==> config.mk <==
export PLATFORM = sky130hd
export DESIGN_NAME = rptr_empty_lvl
export DESIGN_NICKNAME = d
export VERILOG_FILES = /design/src/rtl/fifo_pkg.sv /design/src/rtl/gray2bin.sv /design/src/rtl/rptr_empty_lvl.sv
export SDC_FILE = /design/constraint.sdc
export NUM_CORES = 1
export LEC_CHECK = 0
export ABC_AREA = 0
export CELL_PAD_IN_SITES_DETAIL_PLACEMENT = 1
export CELL_PAD_IN_SITES_GLOBAL_PLACEMENT = 1
export CORE_MARGIN = 4
export CORE_UTILIZATION = 40
export DETAILED_ROUTE_END_ITERATION = 10
export PLACE_DENSITY = 0.78
export SLEW_MARGIN = 30
export SYNTH_ARGS = -nofsm -noshare
export SYNTH_HDL_FRONTEND = slang
export SYNTH_SLANG_ARGS = --single-unit
==> constraint.sdc <==
create_clock -name rclk -period 12.1 [get_ports rclk]
set_input_delay 2.42 -clock rclk [delete_from_list [all_inputs] [get_ports rclk]]
set_output_delay 2.42 -clock rclk [all_outputs]
set_load 0.01 [all_outputs]
==> src/rtl/fifo_pkg.sv <==
// Shared types and helpers for the async FIFO read and write pointer blocks.
package fifo_pkg;

  typedef enum logic [1:0] {
    RD_EMPTY = 2'd0,
    RD_LOW   = 2'd1,
    RD_OK    = 2'd2
  } rd_lvl_t;

  // Callers pass a zero-extended pointer and keep only the bits they need.
  function automatic logic [31:0] bin2gray(input logic [31:0] b);
    return b ^ (b >> 1);
  endfunction

endpackage

==> src/rtl/gray2bin.sv <==
// Combinational Gray-to-binary decoder: each binary bit is the XOR of all Gray bits at or above it.
module gray2bin #(
  parameter int W = 5
) (
  input  logic [W-1:0] gray_i,
  output logic [W-1:0] bin_o
);

  for (genvar i = 0; i < W; i++) begin : g_bit
    assign bin_o[i] = ^gray_i[W-1:i];
  end

endmodule

==> src/rtl/rptr_empty_lvl.sv <==
// Read-domain pointer and flag controller: binary/Gray read pointers, registered empty,
// exact occupancy, almost-empty with hysteresis and a sticky underflow flag.
module rptr_empty_lvl
  import fifo_pkg::*;
#(
  parameter int ADDR_LINES = 8,
  parameter int AE_HYST    = 2
) (
  input  logic                  rclk,
  input  logic                  rrst,
  input  logic                  rinc,
  input  logic [ADDR_LINES:0]   rq2_wptr,
  input  logic [ADDR_LINES:0]   ae_thresh,
  input  logic                  clr_err,
  output logic [ADDR_LINES-1:0] raddr,
  output logic [ADDR_LINES:0]   rptr,
  output logic                  rempty,
  output logic                  ralmost_empty,
  output logic [ADDR_LINES:0]   rlevel,
  output logic                  runderflow
);

  localparam int PW = ADDR_LINES + 1;

  logic [PW-1:0] rbin_q, rbin_d;
  logic [PW-1:0] rptr_q, rptr_d;
  logic [PW-1:0] rlevel_q, rlevel_d;
  logic          rempty_q, rempty_d;
  logic          rae_q, rae_d;
  logic          runder_q, runder_d;
  rd_lvl_t       state_q, state_d;

  logic [PW-1:0] rq2_wbin;
  logic          pop;
  logic [PW:0]   thr_hi;

  gray2bin #(.W(PW)) u_wptr_dec (
    .gray_i (rq2_wptr),
    .bin_o  (rq2_wbin)
  );

  assign pop    = rinc & ~rempty_q;
  assign thr_hi = {1'b0, ae_thresh} + (PW+1)'(AE_HYST);

  always_comb begin
    rbin_d   = rbin_q + PW'(pop);
    rptr_d   = PW'(bin2gray(32'(rbin_d)));
    rempty_d = (rptr_d == rq2_wptr);
    rlevel_d = rq2_wbin - rbin_d;
    runder_d = runder_q;
    if (clr_err)
      runder_d = 1'b0;
    // A pop attempt against an empty FIFO outranks a same-cycle clear.
    if (rinc && rempty_q)
      runder_d = 1'b1;
  end

  always_comb begin
    state_d = state_q;
    unique case (state_q)
      RD_EMPTY: begin
        if (rlevel_d == '0)              state_d = RD_EMPTY;
        else if (rlevel_d <= ae_thresh)  state_d = RD_LOW;
        else                             state_d = RD_OK;
      end
      RD_LOW: begin
        if (rlevel_d == '0)                  state_d = RD_EMPTY;
        else if ({1'b0, rlevel_d} > thr_hi)  state_d = RD_OK;
      end
      RD_OK: begin
        if (rlevel_d == '0)              state_d = RD_EMPTY;
        else if (rlevel_d <= ae_thresh)  state_d = RD_LOW;
      end
      default: state_d = RD_EMPTY;
    endcase
    rae_d = (state_d != RD_OK);
  end

  always_ff @(posedge rclk) begin
    if (!rrst) begin
      rbin_q   <= '0;
      rptr_q   <= '0;
      rlevel_q <= '0;
      rempty_q <= 1'b1;
      rae_q    <= 1'b1;
      runder_q <= 1'b0;
      state_q  <= RD_EMPTY;
    end else begin
      rbin_q   <= rbin_d;
      rptr_q   <= rptr_d;
      rlevel_q <= rlevel_d;
      rempty_q <= rempty_d;
      rae_q    <= rae_d;
      runder_q <= runder_d;
      state_q  <= state_d;
    end
  end

  assign raddr         = rbin_q[ADDR_LINES-1:0];
  assign rptr          = rptr_q;
  assign rempty        = rempty_q;
  assign ralmost_empty = rae_q;
  assign rlevel        = rlevel_q;
  assign runderflow    = runder_q;

endmodule
* Word level (Yosys, flattened, before mapping)
Cells that the tools add are included.
** Operators by class
- $lt $le $gt $ge :: 2
- Divide/modulo/power cells :: 0
- Reductions and logical operators :: 12
- Add/sub/neg operators :: 3
- Equality and inequality tests :: 4
- Bitwise gates (word level) :: 3
- Mux-type cells :: 9
- Multipliers :: 0
- Shifts and indexed selects :: 0
** Operators by type and width (number)
- 2-bit 2-to-1 mux :: 6
- 9-bit by 2-bit adder with 10-bit output, second input constant :: 1
- 9-bit by 10-bit > comparator with 1-bit output :: 1
- 9-bit by 1-bit adder with 9-bit output :: 1
- 9-bit equality test :: 1
- 9-bit less-or-equal comparator :: 1
- 9-bit logical NOT :: 1
- 9-bit parity :: 1
- 9-bit subtractor :: 1
- 9-bit by 8-bit bitwise XOR with 9-bit output :: 1
- 8-bit parity :: 1
- 7-bit parity :: 1
- 2-bit one-hot mux with 3 select lines :: 1
- 6-bit parity :: 1
- 5-bit parity :: 1
- 4-bit parity :: 1
- 3-bit parity :: 1
- 2-bit by 1-bit equality test with 1-bit output, second input constant :: 1
- 2-bit equality test, second input constant :: 1
- 2-bit logical NOT :: 1
- 1-bit 2-to-1 mux :: 2
- 2-bit != test, second input constant :: 1
- 2-bit nonzero test :: 1
- 2-bit parity :: 1
- 3 further kinds :: 3
** Storage, ports and cells
- Bits in latches :: 0
- RAM bits :: 0
- Bits in read-only memories :: 0
- Logic and storage cells :: 40
- Memories kept :: 0
- Register bits :: 32
- Input port bits :: 22

* Longest topological paths before layout
Gate-level depths: netlist of run 1.
- Depth after elaboration :: 9
- Gate-level depth with buffers :: 19

* By module
From an unflattened synthesis of run 1, not the netlist that was laid out.
** Unflattened totals
- Cell total of the unflattened synthesis :: 271
- Area total of the unflattened synthesis :: 2391.0 um^2
** Modules (own cells, without submodules)
- rptr_empty_lvl :: times used 1, area each 2222.1 um^2, cells an instance 257
- gray2bin :: times used 1, area each 168.9 um^2, cells an instance 14

* Worst setup path after synthesis of run 1
No wires, ideal clock.
- Path kind :: input-to-reg
- Start point :: input rq2_wptr[8]
- End point :: register state_q[1]
- Cell stages on the path :: 17
- Path slack :: 5.568 ns
- Data arrival time :: 6.417 ns
- Data required time :: 11.985 ns
- Path through :: xor3_2 > xnor3_1 > xnor2_1 > xnor2_1 > ha_1 > nor2b_1 > nor3_1 > o21ai_0 > a22o_4 > or2_2 > xor2_1 > ha_1 > and4_1 > a221o_1 > and3_1 > o31a_1 > o21a_1
** Between the ends
- Longest elaborated chain between the ends :: 6
- Elaborated cells on any way between the ends :: 19
- Classes of those cells :: add/sub: 1; order compare: 2; mux: 7; reduce/logical: 9
** RTL lines
- start, declared :: RTL line rptr_empty_lvl.sv:12 : input logic [ADDR_LINES:0] rq2_wptr,
- 9-bit parity, or another cell as far along :: RTL line gray2bin.sv:10 : assign bin_o[i] = ^gray_i[W-1:i];
- 9-bit subtractor * :: RTL line rptr_empty_lvl.sv:49 : rlevel_d = rq2_wbin - rbin_d;
- via rlevel_d[5] :: RTL line rptr_empty_lvl.sv:27 : logic [PW-1:0] rlevel_q, rlevel_d;
- 9-bit by 10-bit > comparator with 1-bit output or 9-bit less-or-equal comparator (tied branches) :: RTL line rptr_empty_lvl.sv:68, rptr_empty_lvl.sv:63, rptr_empty_lvl.sv:72
- 2-bit 2-to-1 mux (on tied branches) :: RTL line rptr_empty_lvl.sv:68, rptr_empty_lvl.sv:72, rptr_empty_lvl.sv:63
- 2-bit 2-to-1 mux (on tied branches) :: RTL line rptr_empty_lvl.sv:67, rptr_empty_lvl.sv:71, rptr_empty_lvl.sv:62
- 2-bit one-hot mux with 3 select lines * :: RTL line rptr_empty_lvl.sv:60 : unique case (state_q)
- end signal, assigned :: RTL line rptr_empty_lvl.sv:95 : state_q <= state_d;
- end, declared :: RTL line rptr_empty_lvl.sv:31 : rd_lvl_t state_q, state_d;
The timed path passes the listed nets; every way through them passes the cells marked *.
A chain may end at the register's enable or synchronous reset.

* Worst setup path after layout of run 1
Same ends and word-level chain as after synthesis.

==> results of run 1 <==
## stage by stage
stage / cells / utilization, % / area [um^2] / power, mW
detailed placement: 386 / 51.1 / 3020 / 0.372
floorplan: 266 / - / 2450 / 0.294
global route: 394 / 52.5 / 3110 / 0.488
CTS: 394 / 52.5 / 3110 / 0.455
finish: 394 / 52.5 / 3110 / 0.447
global placement: 386 / 51.1 / 3020 / 0.366
## final cells by class
class / count / area (um^2)
well taps: 75 / 93.8
fillers: 699 / 2810
multi-input cells: 214 / 1750
flip-flops and latches: 31 / 621
repair buffers: 50 / 500
clock inverters: 3 / 15.0
clock buffers: 5 / 68.8
inverters: 16 / 60.1
## logic make-up after synthesis
group	count (synthesis)	synth area share (%)
compound gates	47	15.1
xor+xnor	49	21.2
fa+ha+maj	29	15.0
buf+inv	21	3.22
flops	31	25.3
simple gates	89	20.1
## placed cells by master, fill, tap and decap left out, types with 3 or more instances in the layout
cell / Yosys / layout
and2_1: 17 / 17
nand2_1: 14 / 14
xnor2_1: 25 / 25
clkinv_2: 0 / 3
nor2b_1: 11 / 11
and3_1: 5 / 5
clkdlybuf4s50_1: 0 / 50
xnor3_1: 4 / 4
nor2_1: 10 / 10
nor3_1: 5 / 5
inv_1: 16 / 16
o21ai_0: 6 / 6
o31ai_1: 3 / 3
ha_1: 27 / 27
dfxtp_1: 31 / 31
xor2_1: 18 / 18
or3_1: 3 / 3
clkbuf_8: 0 / 5
a21oi_1: 6 / 6
o21bai_1: 4 / 4
a21o_1: 7 / 7
nand3_1: 12 / 12
## sequential cells by signal, indices dropped and copies added, names as in the netlist
| name | flops |
|---|---|
| ralmost_empty | 1 |
| rlevel | 9 |
| state_q | 2 |
| rempty | 1 |
| runderflow | 1 |
| rbin_q | 9 |
| rptr | 8 |
## worst paths after layout
| check | from | endpoint | slack, ps |
|---|---|---|---|
| max | rq2_wptr[8] | state_q[1]$_SDFF_PN0_ | 4810 |
| min | runderflow$_SDFFE_PN0P_ | runderflow$_SDFFE_PN0P_ | 490 |
| max reg2reg | rempty$_SDFF_PN1_ | state_q[1]$_SDFF_PN0_ | 7660 |
| min reg2reg | runderflow$_SDFFE_PN0P_ | runderflow$_SDFFE_PN0P_ | 490 |
## worst max-delay path: stages
cell and delay, ps:
clkdlybuf4s50_1 590, xor3_2 540, xnor3_1 270, xnor2_1 180, xnor2_1 310, ha_1 280, nor2b_1 150, nor3_1 270
o21ai_0 190, a22o_4 280, or2_2 330, xor2_1 220, ha_1 280, and4_1 220, a221o_1 290, and3_1 160
o31a_1 310, o21a_1 160
## synth_stat cells, drive strengths merged, types with 3 or more instances
master and n:
dfxtp 31, ha 27, xnor2 25, and2 19, xor2 19, inv 16, nand2 14, nand3 12
nor2b 11, nor2 10, a21o 7, a21oi 6, o21ai 6, and3 5, clkbuf 5, nor3 5
o21bai 4, xnor3 4, o31ai 3, or3 3
## power by group through the flow
stage                     clock [mW]  sequential, mW  combinational (mW)
after floorplan                    0           0.129               0.164
after global placement             0           0.124               0.243
after detailed placement           0           0.124               0.248
after CTS                     0.0819           0.122               0.251
after global routing          0.0869           0.124               0.277
final                         0.0786           0.122               0.247
## layer usage
metal	wire length, um	share of wire [%]	up-vias
met4	88	1.5	0
met2	3180	54	43
li1	-	-	1033
met1	2430	41	961
met5	0	0	-
met3	213	3.6	8
==> results by group, run 1 <==
Clock network
  – CTS tree: built
  – H-tree depth: 2
  – Post_cts resized: 0
  – Clk sink count: 31
  – Post-CTS Hold Buffers: 0
  – CTS buffer count: 5
  – Root buf cell: clkbuf_8
  – Clock Tree Buf Depth: 2
  – Post-CTS Setup Inserts: 0
  – Worst-path clk slew: 70 ps
  – Clk Latency, worst-skew pair: 280 ps

Yosys
  – Syn nets: 316
  – Ys flop type: dfxtp_1
  – Mapped Area: 0.00245 mm^2
  – Syn_area_per_cell: 9.21 um^2
  – Mapped Cells: 266
  – Sequential area share after synthesis: 25.3%
  – Synth area leader: dfxtp_1
  – Synth top area cells: dfxtp_1 (25%), ha_1 (14%), xnor2_1 (8.9%)
  – Top cell type's share of synthesized area: 25.3%
  – Number of flops mapped to enable cells by yosys: 0
  – Ys async rst share: 0%
  – Distinct cells, synth: 52
  – Number of synthesized register bits: 31
  – YS warnings: 0

Global route
  – GRT met3 Usage: 3.14%
  – Grt total ovfl: 0
  – Initial antenna violation count: 0
  – Gr usage total: 17.3%
  – Most used routing layer: met2
  – Largest net degree at the start of global routing: 30
  – First-pass GRT wire length: 10,200 um
  – Vias in the first global route: 2,234
  – Met2 GRT Util: 32.6%
  – GRT met1 Usage: 19.3%

STA
  – Tmin final: 7290 ps
  – Setup Viol. Count Final: 0
  – Max Clk Rate: 137 MHz
  – Final Hold Viols: 0
  – Final hold slack: 492 ps
  – Setup TNS: 0 ps
  – Skew final: 7.81 ps
  – RSZ-0062 raised after global routing: false
  – Slew headroom: 44.1%
  – Worst slew pin tran: 836 ps
  – PnR worst setup slack: 4810 ps
  – Slew Limit Fails: 0
  – Tcrit/Tclk final: 60.2%

Pwr
  – Part of the power in combinational logic: 55.2%
  – Pwr/cell area: 144 mW/mm^2
  – Clock network power share: 17.6%
  – NetSw: 167 uW
  – Leakage power: 1.32 nW
  – Max VDD drop: 0.0511 mV
  – Sw Ratio: 37.5%
  – Sequential share of power: 27.2%
  – Pint: 280 uW

Floorplanning
  – Core area: 0.00592 mm^2
  – DIE AREA: 0.00744 mm^2
  – Row count: 28
  – Initial core utilization: 41.4%
  – Die height: 86.2 um
  – I/O pin count: 51
  – Horiz. Die Dim: 86.2 um

Worst setup path
  – Setup CP Type: input port to register
  – Crit path DAT: 7460 ps
  – WP data required: 12,270 ps
  – Worst r2r path cells: 16
  – Critical path launch point type: input port
  – Crit-path max FO: 5
  – CP endpoint kind: register

Layout
  – N_diodes: 0
  – Area delta synth->final: 26.9%
  – Layout cells sized above 1: 5.96%
  – Nets@finish: 368

Job
  – Max Cap Violations: 0

Place
  – Port bufs: 50
  – DP HPWL: 4840 um
  – RePlAce Congestion: 0.865
  – Place WS: 4590 ps

Status
  – Status: complete, no violations

Route
  – Drt initial violations: 45
  – Vias/cell: 5.19
  – Final antenna-violating net count: 0
  – First-pass DRT Iterations: 4
  – DR vias: 2,045
  – Total Wirelength: 5920 um
  – DR DRC count: 0
  – WL/cell: 15.0 um

Min path
  – Hold depth: 2
  – Hold WC Path Type: register to register
Power figures use the tool's default switching activity.
==> inputs of run 2 (changes only) <==
Settings changed: CORE_UTILIZATION 40 to 39, PLACE_DENSITY 0.78 to 0.77.
Clock period 12.1 ns to 6.9 ns, I/O delays scaled along.
==> run 2 against run 1 <==
Register-to-register slack worse by 5200 ps. Die area rose by 2.3%. Count of clock-buffer cells in the layout grew 3. Sequential share of layout area decreased by 0.20 points. Cell count rose by 0.51%. Design area rose by 1.0%.
==> results by group, run 2 (synthesis gave the netlist of run 1 again) <==
Status
  – Status: complete, no violations

Floorplanning
  – Horiz. Die Dim: 87.2 um
  – Core area: 0.00599 mm^2
  – Die height: 87.2 um
  – DIE AREA: 0.00761 mm^2
  – Initial core utilization: 40.9%
  – Row count: 28
  – I/O pin count: 51

STA
  – Slew headroom: 41.9%
  – Final hold slack: 487 ps
  – Final Hold Viols: 0
  – Setup TNS: 0 ps
  – Skew final: 5.65 ps
  – Setup Viol. Count Final: 0
  – Tcrit/Tclk final: 89.6%
  – Slew Limit Fails: 0
  – RSZ-0062 raised after global routing: false
  – Tmin final: 6180 ps
  – Worst slew pin tran: 869 ps
  – Max Clk Rate: 162 MHz

Route
  – Final antenna-violating net count: 0
  – Vias/cell: 5.17
  – WL/cell: 15.0 um
  – First-pass DRT Iterations: 4
  – Total Wirelength: 5950 um
  – DR DRC count: 0
  – DR vias: 2,046
  – Drt initial violations: 50

Clock network
  – CTS tree: built
  – Post_cts resized: 0
  – H-tree depth: 2
  – Clk Latency, worst-skew pair: 290 ps
  – Clock Tree Buf Depth: 2
  – CTS buffer count: 5
  – Clk sink count: 31
  – Post-CTS Setup Inserts: 0
  – Root buf cell: clkbuf_8
  – Post-CTS Hold Buffers: 0
  – Worst-path clk slew: 70 ps

Pwr
  – Sw Ratio: 36.5%
  – Max VDD drop: 0.123 mV
  – Leakage power: 1.33 nW
  – Part of the power in combinational logic: 53.9%
  – Clock network power share: 19.7%
  – Pint: 514 uW
  – NetSw: 296 uW
  – Sequential share of power: 26.4%
  – Pwr/cell area: 258 mW/mm^2

Layout
  – Final instance area: 0.00314 mm^2
  – Area delta synth->final: 28.2%
  – Most common cell after layout, fill and taps aside: clkdlybuf4s50_1
  – Layout cells sized above 1: 6.23%
  – Nets@finish: 370
  – Fin cells: 396
  – N_diodes: 0
  – Commonest non-fill, non-tap cells in the layout: clkdlybuf4s50_1 (50), dfxtp_1 (31), ha_1 (27)

Global route
  – First-pass GRT wire length: 10,200 um
  – Grt total ovfl: 0
  – Initial antenna violation count: 0
  – Gr usage total: 17.1%
  – Largest net degree at the start of global routing: 30
  – Vias in the first global route: 2,240

Min path
  – Hold WC Path Type: register to register

Worst setup path
  – Crit path DAT: 6360 ps
  – Crit-path max FO: 5
  – Slowest CP cell: clkdlybuf4s50_1
  – Critical path launch point type: input port
  – Max incr delay on CP: 580 ps
  – Worst path bufs/invs: 1
  – WP data required: 7080 ps
  – Setup CP Type: input port to register
  – Cell chain of the critical path: clkdlybuf4s50_1, xor3_2, xnor3_1, xnor2_1, xnor2_1, ha_1, nor2b_1, nor3_1, o21ai_0, a22o_4, or2_2, xor2_1, ha_1, and4_1, a221o_1, and3_1, o31a_1, o21a_1
  – CP endpoint kind: register
  – CP top delay family: XOR/XNOR gates

Place
  – Dpl cells: 388
  – DP HPWL: 4850 um
  – Port bufs: 50
  – Area after DPL: 0.00304 mm^2
  – RePlAce Congestion: 0.912

Job
  – Max Cap Violations: 0
-- run 2: cell count changes in the layout (fill, tap and decap cells not counted) --
cell / delta
buf_4: +2
clkbuf_1: +1
clkbuf_8: +2
clkinv_2: -3
-- run 2: area by class of cell --
class	count	area, um^2
Fill cell	696	2850
Multi-Input combinational cell	214	1750
Sequential cell	31	621
Timing Repair Buffer	52	515
Clock buffer	8	100
Tap cell	75	93.8
Inverter	16	60.1
-- run 2: layer usage --
layer	vias up	share of wire, %	global-route usage (%)
met3	10	3.8	3.03
met2	38	52	31.1
met1	966	42	19.8
met5	-	0	0
li1	1032	-	-
met4	0	2.3	6.42
-- run 2: final timing paths --
kind / startpoint / to / slack [ps] / cells after the start
hold reg to reg: runderflow$_SDFFE_PN0P_ / runderflow$_SDFFE_PN0P_ / 490 / 2
setup reg to reg: rempty$_SDFF_PN1_ / state_q[1]$_SDFF_PN0_ / 2480 / 17
hold / removal: runderflow$_SDFFE_PN0P_ / runderflow$_SDFFE_PN0P_ / 490 / 2
setup / recovery: rq2_wptr[8] / state_q[1]$_SDFF_PN0_ / 720 / 18
-- run 2: stage by stage --
step | utilization (%) | setup WS, ps | power (mW)
5_1_grt | 52.4 | 373 | 0.873
3_5_place_dp | 50.7 | 398 | 0.656
6_report | 52.4 | 719 | 0.810
2_1_floorplan | - | 1410 | 0.515
3_3_place_gp | 50.7 | 577 | 0.645
4_1_cts | 52.4 | 687 | 0.822
-- run 2: power by group through the flow --
| stage | clock [mW] | sequential (mW) | combinational [mW] |
|---|---|---|---|
| after floorplan | 0 | 0.227 | 0.288 |
| after global placement | 0 | 0.217 | 0.428 |
| after detailed placement | 0 | 0.218 | 0.437 |
| after CTS | 0.166 | 0.214 | 0.441 |
| after global routing | 0.171 | 0.217 | 0.485 |
| final | 0.159 | 0.214 | 0.436 |
-- run 2: worst register-to-register path, stage by stage (launching register included) --
cell and delay (ps):
dfxtp_1 350, nor2b_1 70, ha_1 180, ha_1 440
inv_1 140, ha_1 290, nor2b_1 160, nor3_1 270
o21ai_0 180, a22o_4 280, or2_2 330, xor2_1 220
ha_1 280, and4_1 220, a221o_1 290, and3_1 170
o31a_1 310, o21a_1 160
==> inputs of run 3 (changes only) <==
Settings changed: PLACE_DENSITY 0.77 to unset, PLACE_DENSITY_LB_ADDON set to 0.12.
==> run 3 against run 2 <==
Die area stayed put. Non-clock buffer count down 1. Utilization fell by 0.33 points. First-iteration DRC count shrank 36%. Cell count shrank 0.51%.
==> results by group, run 3 (synthesis gave the netlist of run 1 again) <==
Status
  – Status: complete, no violations

Clock network
  – Worst-path clk slew: 70 ps
  – Clk sink count: 31
  – CTS tree: built
  – Post_cts resized: 0
  – Clk Latency, worst-skew pair: 290 ps
  – CTS buffer count: 5
  – Clock Tree Buf Depth: 2
  – Post-CTS Setup Inserts: 0
  – Root buf cell: clkbuf_8
  – Post-CTS Hold Buffers: 0
  – H-tree depth: 2

STA
  – Skew final: 9.11 ps
  – Setup TNS: 0 ps
  – Tmin final: 6250 ps
  – Setup Viol. Count Final: 0
  – Final Hold Viols: 0
  – Max Clk Rate: 160 MHz
  – RSZ-0062 raised after global routing: false
  – PnR worst setup slack: 653 ps
  – Tcrit/Tclk final: 90.5%
  – Worst slew pin tran: 837 ps
  – Slew headroom: 44.0%
  – Slew Limit Fails: 0

Global route
  – Largest net degree at the start of global routing: 30
  – GRT met1 Usage: 23.6%
  – Grt total ovfl: 0
  – Initial antenna violation count: 0
  – GRT met3 Usage: 2.55%
  – Vias in the first global route: 2,093
  – First-pass GRT wire length: 10,200 um
  – Met2 GRT Util: 26.7%
  – Gr usage total: 17.0%
  – Most used routing layer: met2

Worst setup path
  – Crit path launch: rq2_wptr[8]
  – Crit-path max FO: 5
  – R2r startpoint: rempty$_SDFF_PN1_
  – Crit path DAT: 6430 ps
  – WP data required: 7080 ps
  – Critical path launch point type: input port
  – Setup CP Type: input port to register
  – CP endpoint kind: register

Route
  – Final antenna-violating net count: 0
  – Total Wirelength: 5800 um
  – Drt initial violations: 32
  – DR DRC count: 0
  – DR vias: 1,969
  – First-pass DRT Iterations: 3
  – WL/cell: 14.7 um
  – Vias/cell: 5.00

Place
  – Port bufs: 50
  – DP HPWL: 4650 um
  – RePlAce Congestion: 0.825
  – Area after DPL: 0.00303 mm^2
  – Place WS: 406 ps
  – Dpl cells: 387

Layout
  – Final instance area: 0.00312 mm^2
  – Layout cells sized above 1: 5.96%
  – N_diodes: 0
  – Most common cell after layout, fill and taps aside: clkdlybuf4s50_1
  – Commonest non-fill, non-tap cells in the layout: clkdlybuf4s50_1 (50), dfxtp_1 (31), ha_1 (27)
  – Nets@finish: 369
  – # fillers: 681
  – Area delta synth->final: 27.4%
  – Fin cells: 394

Floorplanning
  – Row count: 28
  – Horiz. Die Dim: 87.2 um
  – Initial core utilization: 40.9%
  – Core area: 0.00599 mm^2
  – I/O pin count: 51
  – Die height: 87.2 um
  – DIE AREA: 0.00761 mm^2

Min path
  – Hold WC Path Type: register to register
  – Hold Startpoint: runderflow$_SDFFE_PN0P_

Pwr
  – Pwr/cell area: 255 mW/mm^2
  – Leakage power: 1.33 nW
  – Max VDD drop: 0.165 mV

Job
  – Max Cap Violations: 0
==> run 3: cell count changes in the layout (fill, tap and decap cells not counted), sizes merged <==
| cell | previous run | this run |
|---|---|---|
| buf | 2 | 1 |
| clkbuf | 8 | 6 |
| clkinv | 0 | 1 |
==> run 3: final timing paths <==
kind                              to  cells past startpoint  slack [ps]
max            state_q[1]$_SDFF_PN0_                     18         650
min          runderflow$_SDFFE_PN0P_                      2         490
max reg2reg    state_q[1]$_SDFF_PN0_                     17        2460
min reg2reg  runderflow$_SDFFE_PN0P_                      2         490
==> run 3: metal layers <==
metal / wire length, um / vias up / part of all wire, %
met4: 68 / 0 / 1.2
met2: 2610 / 29 / 45
li1: - / 1024 / -
met1: 2940 / 909 / 51
met5: 0 / - / 0
met3: 177 / 7 / 3.1
==> run 3: cell type report <==
type / count / area [um^2] / share of cell area [%]
Multi-Input combinational cell: 214 / 1750 / 56.1
Sequential cell: 31 / 621 / 19.9
Timing Repair Buffer: 51 / 508 / 16.3
Tap cell: 75 / 93.8 / 3.01
Clock buffer: 6 / 82.6 / 2.65
Inverter: 16 / 60.1 / 1.93
Clock inverter: 1 / 5.00 / 0.160
==> run 3: per-stage QoR <==
stage	util [%]	hold slack [ps]	power, mW
after floorplan	-	497	0.515
after detailed placement	50.6	486	0.647
after CTS	52.1	493	0.804
after global routing	52.1	537	0.873
final	52.1	489	0.796
after global placement	50.6	469	0.643
==> run 3: power by group <==
part,internal (mW),switching (mW)
clock network,0.0783,0.0701
logic,0.217,0.217
registers,0.204,0.00959
total,0.499,0.296
==> run 3: worst max-delay path: stages <==
cell and delay [ps]:
clkdlybuf4s50_1 570, xor3_2 540, xnor3_1 270, xnor2_1 300
xnor2_1 230, ha_1 290, nor2b_1 150, nor3_1 240
o21ai_0 170, a22o_4 280, or2_2 320, xor2_1 230
ha_1 290, and4_1 220, a221o_1 320, and3_1 160
o31a_1 310, o21a_1 170
==> patch 1, RTL diff (config.mk and constraints of run 3) <==
Set the parameter `ADDR_LINES` to 12 (it was 8).
--- a/src/rtl/rptr_empty_lvl.sv
+++ b/src/rtl/rptr_empty_lvl.sv
@@ -5,3 +5,3 @@
 #(
-  parameter int ADDR_LINES = 8,
+  parameter int ADDR_LINES = 12,
   parameter int AE_HYST    = 2
Interface: changed (5 resized); port bits go from 51 to 71. No check against the original RTL was run, so the function may have changed too.
==> patch 1 against run 3 <==
  * Sequential cell count increased by 12
  * Total power up 86%
  * Utilization grew 4.8 points
  * Sequential share of layout area shrank 1.7 points
  * Cell area up 51%
  * Clock skew rose by 0.0013 ns
  * Die area up 34%
  * Clock power rose by 11%
  * Setup slack worse by 0.42 ns
  * Area after synthesis increased by 38%
  * Worst hold slack improved by 0.0069 ns
  * Sequential power increased by 40%
  * Routed wire length increased by 70%
==> patch 1: results (changes against run 3) <==
Parameter                              Value

Synthesis
  Netlist cell types ... 48 (-7.7%)
  Seq/Total Area, Yosys ... 0.2552 (+0.001744)
  Post-synth top cells ... dfxtp_1, ha_1, xor2_1, xnor2_1
  Post-Syn Nets ... 444 (+41%)
  Post-synthesis async set-or-reset flop share ... 0 (unchanged)
  Yosys Warn Count ... 0 (unchanged)
  Primary flip-flop cell chosen by synthesis mapping ... dfxtp_1
  Leading post-synthesis cells by cell area ... dfxtp_1, ha_1, xor2_1, xnor2_1, and2_1

Final layout
  Antenna diode instance count ... 0 (unchanged)
  Fraction of final layout cells sized beyond drive strength 1 ... 0.1657 (+0.1061)
  Fill cell total of the finished layout ... 975 (+43%)
  Final layout net count ... 564 (+53%)

Status
  Run status ... complete, no violations

Clock tree
  Largest buffer count on any clock path ... 2 (unchanged)
  Root Buffer ... clkbuf_8
  Number of buffers created by CTS ... 5 (unchanged)
  CTS HTree Levels ... 2 (unchanged)
  Source-to-sink clock delay at the later pin of the worst-skew pair ... about 0.3 ns
  Reg clk slew, reported paths ... 0.09 ns (+0.02 ns)

Critical path
  Peak fanout along the critical path ... 2 (-3)
  Crit path kind ... primary input to register
  Endpoint arrival time on the critical path ... 6.87 ns (+0.44 ns)
  Slack of the worst reg-to-reg path ... 2.23 ns (-0.23 ns)

Placed design
  Detailed Place HPWL ... 7.818 mm (+68%)
  Routability congestion estimate ... 0.7921 (-3.9%)
  Cell area reported after detailed placement ... 4493 um2 (+48%)
  Number of buffers inserted by port buffering ... 70 (+40%)

Power
  Int Power ... 0.0008868 W (+78%)
  Static power due to leakage ... 2.026 nW (+53%)
  Largest voltage drop on the vdd net ... 0.1615 mV (-2.2%)

Detailed routing
  Initial DRC count ... 60 (+88%)
  Post-DR vias/cell ... 5.247 (+5.0%)
  Average wire per standard cell ... 16.44 um (+12%)
  Number of optimization iterations in the first detailed-route pass ... 5 (+2)

Hold path
  Worst hold-check path type ... register to register

Timing
  Transition time of the tightest slew-check pin ... 0.6498 ns (-0.1870 ns)
  Worst hold slack ... 0.4955 ns (+0.006900 ns)
  Post-route clock skew ... 0.01045 ns (+0.001344 ns)

GRT
  First-pass GRT wire length ... 15.56 mm (+52%)
  Pin count of the biggest net entering global routing ... 42 (+40%)
  Via count of the first global-routing pass ... 3306 (+58%)
  Number of antenna violations at the first check in global routing ... 0 (unchanged)
  Combined global-route utilization of all metal layers ... 0.1888 (+0.01907)
patch 1: path summary, 6_finish.rpt:
| kind | startpoint | to | cells past startpoint |
|---|---|---|---|
| max | rq2_wptr[8] | ralmost_empty | 27 |
| min | runderflow | runderflow | 2 |
| max reg2reg | rempty | ralmost_empty | 17 |
| min reg2reg | runderflow | runderflow | 2 |
patch 1: kinds of logic after synthesis:
family	count (synthesis)	share of synthesized area
flip-flops	43	0.2552
XOR/XNOR	71	0.2162
multiplexers	2	0.006306
AND/OR/NAND/NOR	133	0.2185
buffers and inverters	26	0.02930
AO/OA/AOI/OAI	58	0.1209
adder cells (fa/ha/maj)	41	0.1536
patch 1: layout make-up:
class                   count  area, um2  share of cell area
inverters                  21      78.83             0.01670
flip-flops and latches     43      860.8              0.1823
repair buffers            118       1066              0.2258
clock inverters             2      12.51            0.002650
well taps                 105      131.4             0.02783
clock buffers               6      72.57             0.01537
multi-input cells         305       2499              0.5293
patch 1: what timing repair did:
action / in CTS / in global routing
setup endpoints to repair: 3 / 3
pin swaps: 7 / 14
buffers inserted: 2 / 5
gates resized for setup: 2 / 21
patch 1: worst max-delay path, cell delays in order:
cell             delay, ns
clkdlybuf4s50_1       0.45
xnor2_1               0.22
xnor3_2               0.42
xor2_2                0.19
xor2_2                0.19
xnor2_2               0.26
xnor2_2               0.17
xor2_2                0.19
xnor2_1               0.15
ha_2                  0.20
inv_1                 0.05
fa_2                  0.33
nand2_1               0.07
nand2_1               0.07
a21o_1                0.20
nand2_2               0.10
a21oi_2               0.08
maj3_2                0.34
nand4_1               0.09
nand2_1               0.06
xor2_1                0.16
ha_1                  0.34
nand2_2               0.07
or4_4                 0.52
a211oi_4              0.27
nand2b_1              0.11
a21o_1                0.18
patch 1: metal layers:
metal / up-vias / GRT usage / share of wire
met5: - / 0 / 0
met4: 0 / 0.05112 / 0.023
met3: 18 / 0.02076 / 0.034
met2: 82 / 0.3600 / 0.52
met1: 1512 / 0.2210 / 0.42
li1: 1536 / - / -
patch 1: through the flow:
stage                      TNS, ns    util  instances  worst slack (ns)  total power (W)
after floorplan                  0       -        374            0.1076        0.0008243
after global placement     -0.8770  0.5414        585           -0.3402         0.001196
after detailed placement    -1.516  0.5414        585           -0.5468         0.001234
after CTS                        0  0.5543        595         0.0002132         0.001415
after global routing      -0.06649  0.5688        600          -0.05144         0.001604
final                            0  0.5688        600            0.2367         0.001479
patch 1: power groups by stage:
stage,Combinational (W),Sequential [W],Clock [W]
after detailed placement,0.000929,0.000306,0
after global placement,0.000892,0.000305,0
after global routing,0.00112,0.000305,0.000183
final,0.00102,0.000299,0.000164
after floorplan,0.000503,0.000322,0
after CTS,0.000946,0.000300,0.000170
==> patch 2, RTL diff (settings of run 3) <==
Without the edit above. Encoding of `rd_lvl_t`: now one-hot (3 bits for 3 values).
--- a/src/rtl/fifo_pkg.sv
+++ b/src/rtl/fifo_pkg.sv
@@ -3,6 +3,6 @@
 
-  typedef enum logic [1:0] {
-    RD_EMPTY = 2'd0,
-    RD_LOW   = 2'd1,
-    RD_OK    = 2'd2
+  typedef enum logic [2:0] {
+    RD_EMPTY = 3'b001,
+    RD_LOW   = 3'b010,
+    RD_OK    = 3'b100
   } rd_lvl_t;
Function: same outputs for any inputs over 10 cycles, from zero or initial values and one cycle with rrst low; not proved beyond that.
==> patch 2 against run 3 <==
  * Non-clock buffer count is 1 higher
  * Setup slack worse by 0.12 ns
  * Sequential cell count is 1 higher
  * Cell area is 0.28% lower
  * Utilization is 0.16 points higher
  * Total power is 1.3% higher
  * Critical path depth is 2 higher
  * Area after synthesis is 1.2% lower
  * Worst hold slack worse by 0.0037 ns
  * Routed wire length is 0.60% higher
  * Largest power group unchanged
  * Die area is 1.1% lower
==> patch 2: results (changes against run 3) <==
Parameter                              Value

GRT
  First-pass GRT wire length ... 10.47 mm (+2.6%)
  Met3 track demand over resource in global routing ... 0.04278 (+0.01723)
  Routing usage on met2 ... 0.2858 (+0.01873)
  Via count of the first global-routing pass ... 2142 (+2.3%)
  Combined global-route utilization of all metal layers ... 0.1748 (+0.004996)
  Global routing usage on met1 ... 0.2313 (-0.004767)

Detailed routing
  Vias ... 1994 (+1.3%)
  Post-DR vias/cell ... 5.035 (+0.76%)
  Initial DRC count ... 26 (-19%)
  Wirelength, routed ... 5.834 mm (+0.60%)
  Number of optimization iterations in the first detailed-route pass ... 4 (+1)

Synthesis
  Post-Syn Nets ... 314 (-0.63%)
  Gate count of the mapped netlist ... 264 (-0.75%)
  Seq/Total Area, Yosys ... 0.2647 (+0.01129)
  Post-synthesis async set-or-reset flop share ... 0 (unchanged)

Power
  Largest voltage drop on the vdd net ... 0.1335 mV (-19%)
  Static power due to leakage ... 1.288 nW (-2.9%)
  Int Power ... 0.0005087 W (+1.8%)

Hold path
  Number of cells on the worst hold path ... 2 (unchanged)

Placed design
  Setup slack after placement ... 0.3103 ns (-0.09612 ns)
  Detailed Place HPWL ... 4.812 mm (+3.4%)
  Placed cell count ... 388 (+0.26%)
  Routability congestion estimate ... 0.7886 (-4.4%)
  Cell area reported after detailed placement ... 3018 um2 (-0.45%)

Timing
  Post-route clock skew ... 0.007013 ns (-0.002093 ns)
  Slew headroom ... 0.4331 (-0.007302)

Final layout
  Fill cell total of the finished layout ... 708 (+4.0%)
  Fraction of final layout cells sized beyond drive strength 1 ... 0.04984 (-0.009717)
  Final layout net count ... 370 (+0.27%)

Clock tree
  Post CTS Setup Buffer Count ... 0 (unchanged)

Critical path
  R2R depth ... 19 (+2)
  Slack of the worst reg-to-reg path ... 2.40 ns (-0.06 ns)
  Endpoint arrival time on the critical path ... 6.55 ns (+0.12 ns)
  Worst flop-to-flop path endpoint ... state_q[2]
  Peak fanout along the critical path ... 8 (+3)

Status
  Run status ... complete, no violations
-- patch 2: how the worst max path moves through the flow --
stage                            end  slack, ns  cells after the start
after CTS                 state_q[2]       0.52                     20
after global routing      state_q[1]       0.10                     20
after floorplan           state_q[2]       1.45                     19
after detailed placement  state_q[2]       0.31                     20
after global placement    state_q[2]       0.42                     20
final                     state_q[2]       0.53                     20
-- patch 2: power groups by stage --
| stage | sequential, W | clock [W] | combinational [W] |
|---|---|---|---|
| floorplan | 0.000239 | 0 | 0.000283 |
| global placement | 0.000230 | 0 | 0.000428 |
| detailed placement | 0.000232 | 0 | 0.000431 |
| CTS | 0.000227 | 0.000158 | 0.000437 |
| global route | 0.000232 | 0.000167 | 0.000487 |
| finish | 0.000227 | 0.000150 | 0.000430 |
-- patch 2: kinds of logic (layout without fill, tap and decap cells) --
logic type      after synthesis  in the layout  share of synthesized area
simple gates                 90             90                     0.2068
xor+xnor                     53             53                     0.2161
compound gates               44             44                     0.1324
flops                        32             32                     0.2647
fa+ha+maj                    30             30                     0.1567
buf+inv                      15             72                    0.02327
-- patch 2: final cells by class --
cell class	count	area, um2	share of cell area
Tap cell	75	93.84	0.03017
Sequential cell	32	640.6	0.2060
Inverter	12	45.04	0.01448
Timing Repair Buffer	52	515.5	0.1657
Clock inverter	2	10.01	0.003218
Multi-Input combinational cell	217	1723	0.5539
Clock buffer	6	82.58	0.02655
-- patch 2: routing by layer --
| metal | wire (um) | vias to the layer above |
|---|---|---|
| li1 | - | 1031 |
| met1 | 2829 | 926 |
| met2 | 2699 | 32 |
| met3 | 237 | 5 |
| met4 | 68 | 0 |
| met5 | 0 | - |
-- patch 2: per-stage QoR --
stage          hold WS (ns)  utilization  power [W]
3_3_place_gp         0.4814       0.5067  0.0006587
4_1_cts              0.4940       0.5223  0.0008223
3_5_place_dp         0.4813       0.5067  0.0006622
6_report             0.4848       0.5223  0.0008064
2_1_floorplan        0.4974            -  0.0005225
5_1_grt              0.5303       0.5223  0.0008855
-- patch 2: critical path, cell delays in order --
cell,delay [ns]
clkdlybuf4s50_1,0.55
xor3_1,0.51
xnor3_2,0.37
xnor2_1,0.29
xnor2_1,0.18
ha_1,0.30
nor2b_1,0.27
nor2_1,0.09
maj3_1,0.37
xnor2_1,0.39
ha_1,0.33
a21o_1,0.16
a21o_1,0.18
a221o_1,0.35
a21oi_1,0.16
nor2b_1,0.15
o31ai_1,0.07
a21oi_1,0.18
nor4_1,0.09
o21a_1,0.17
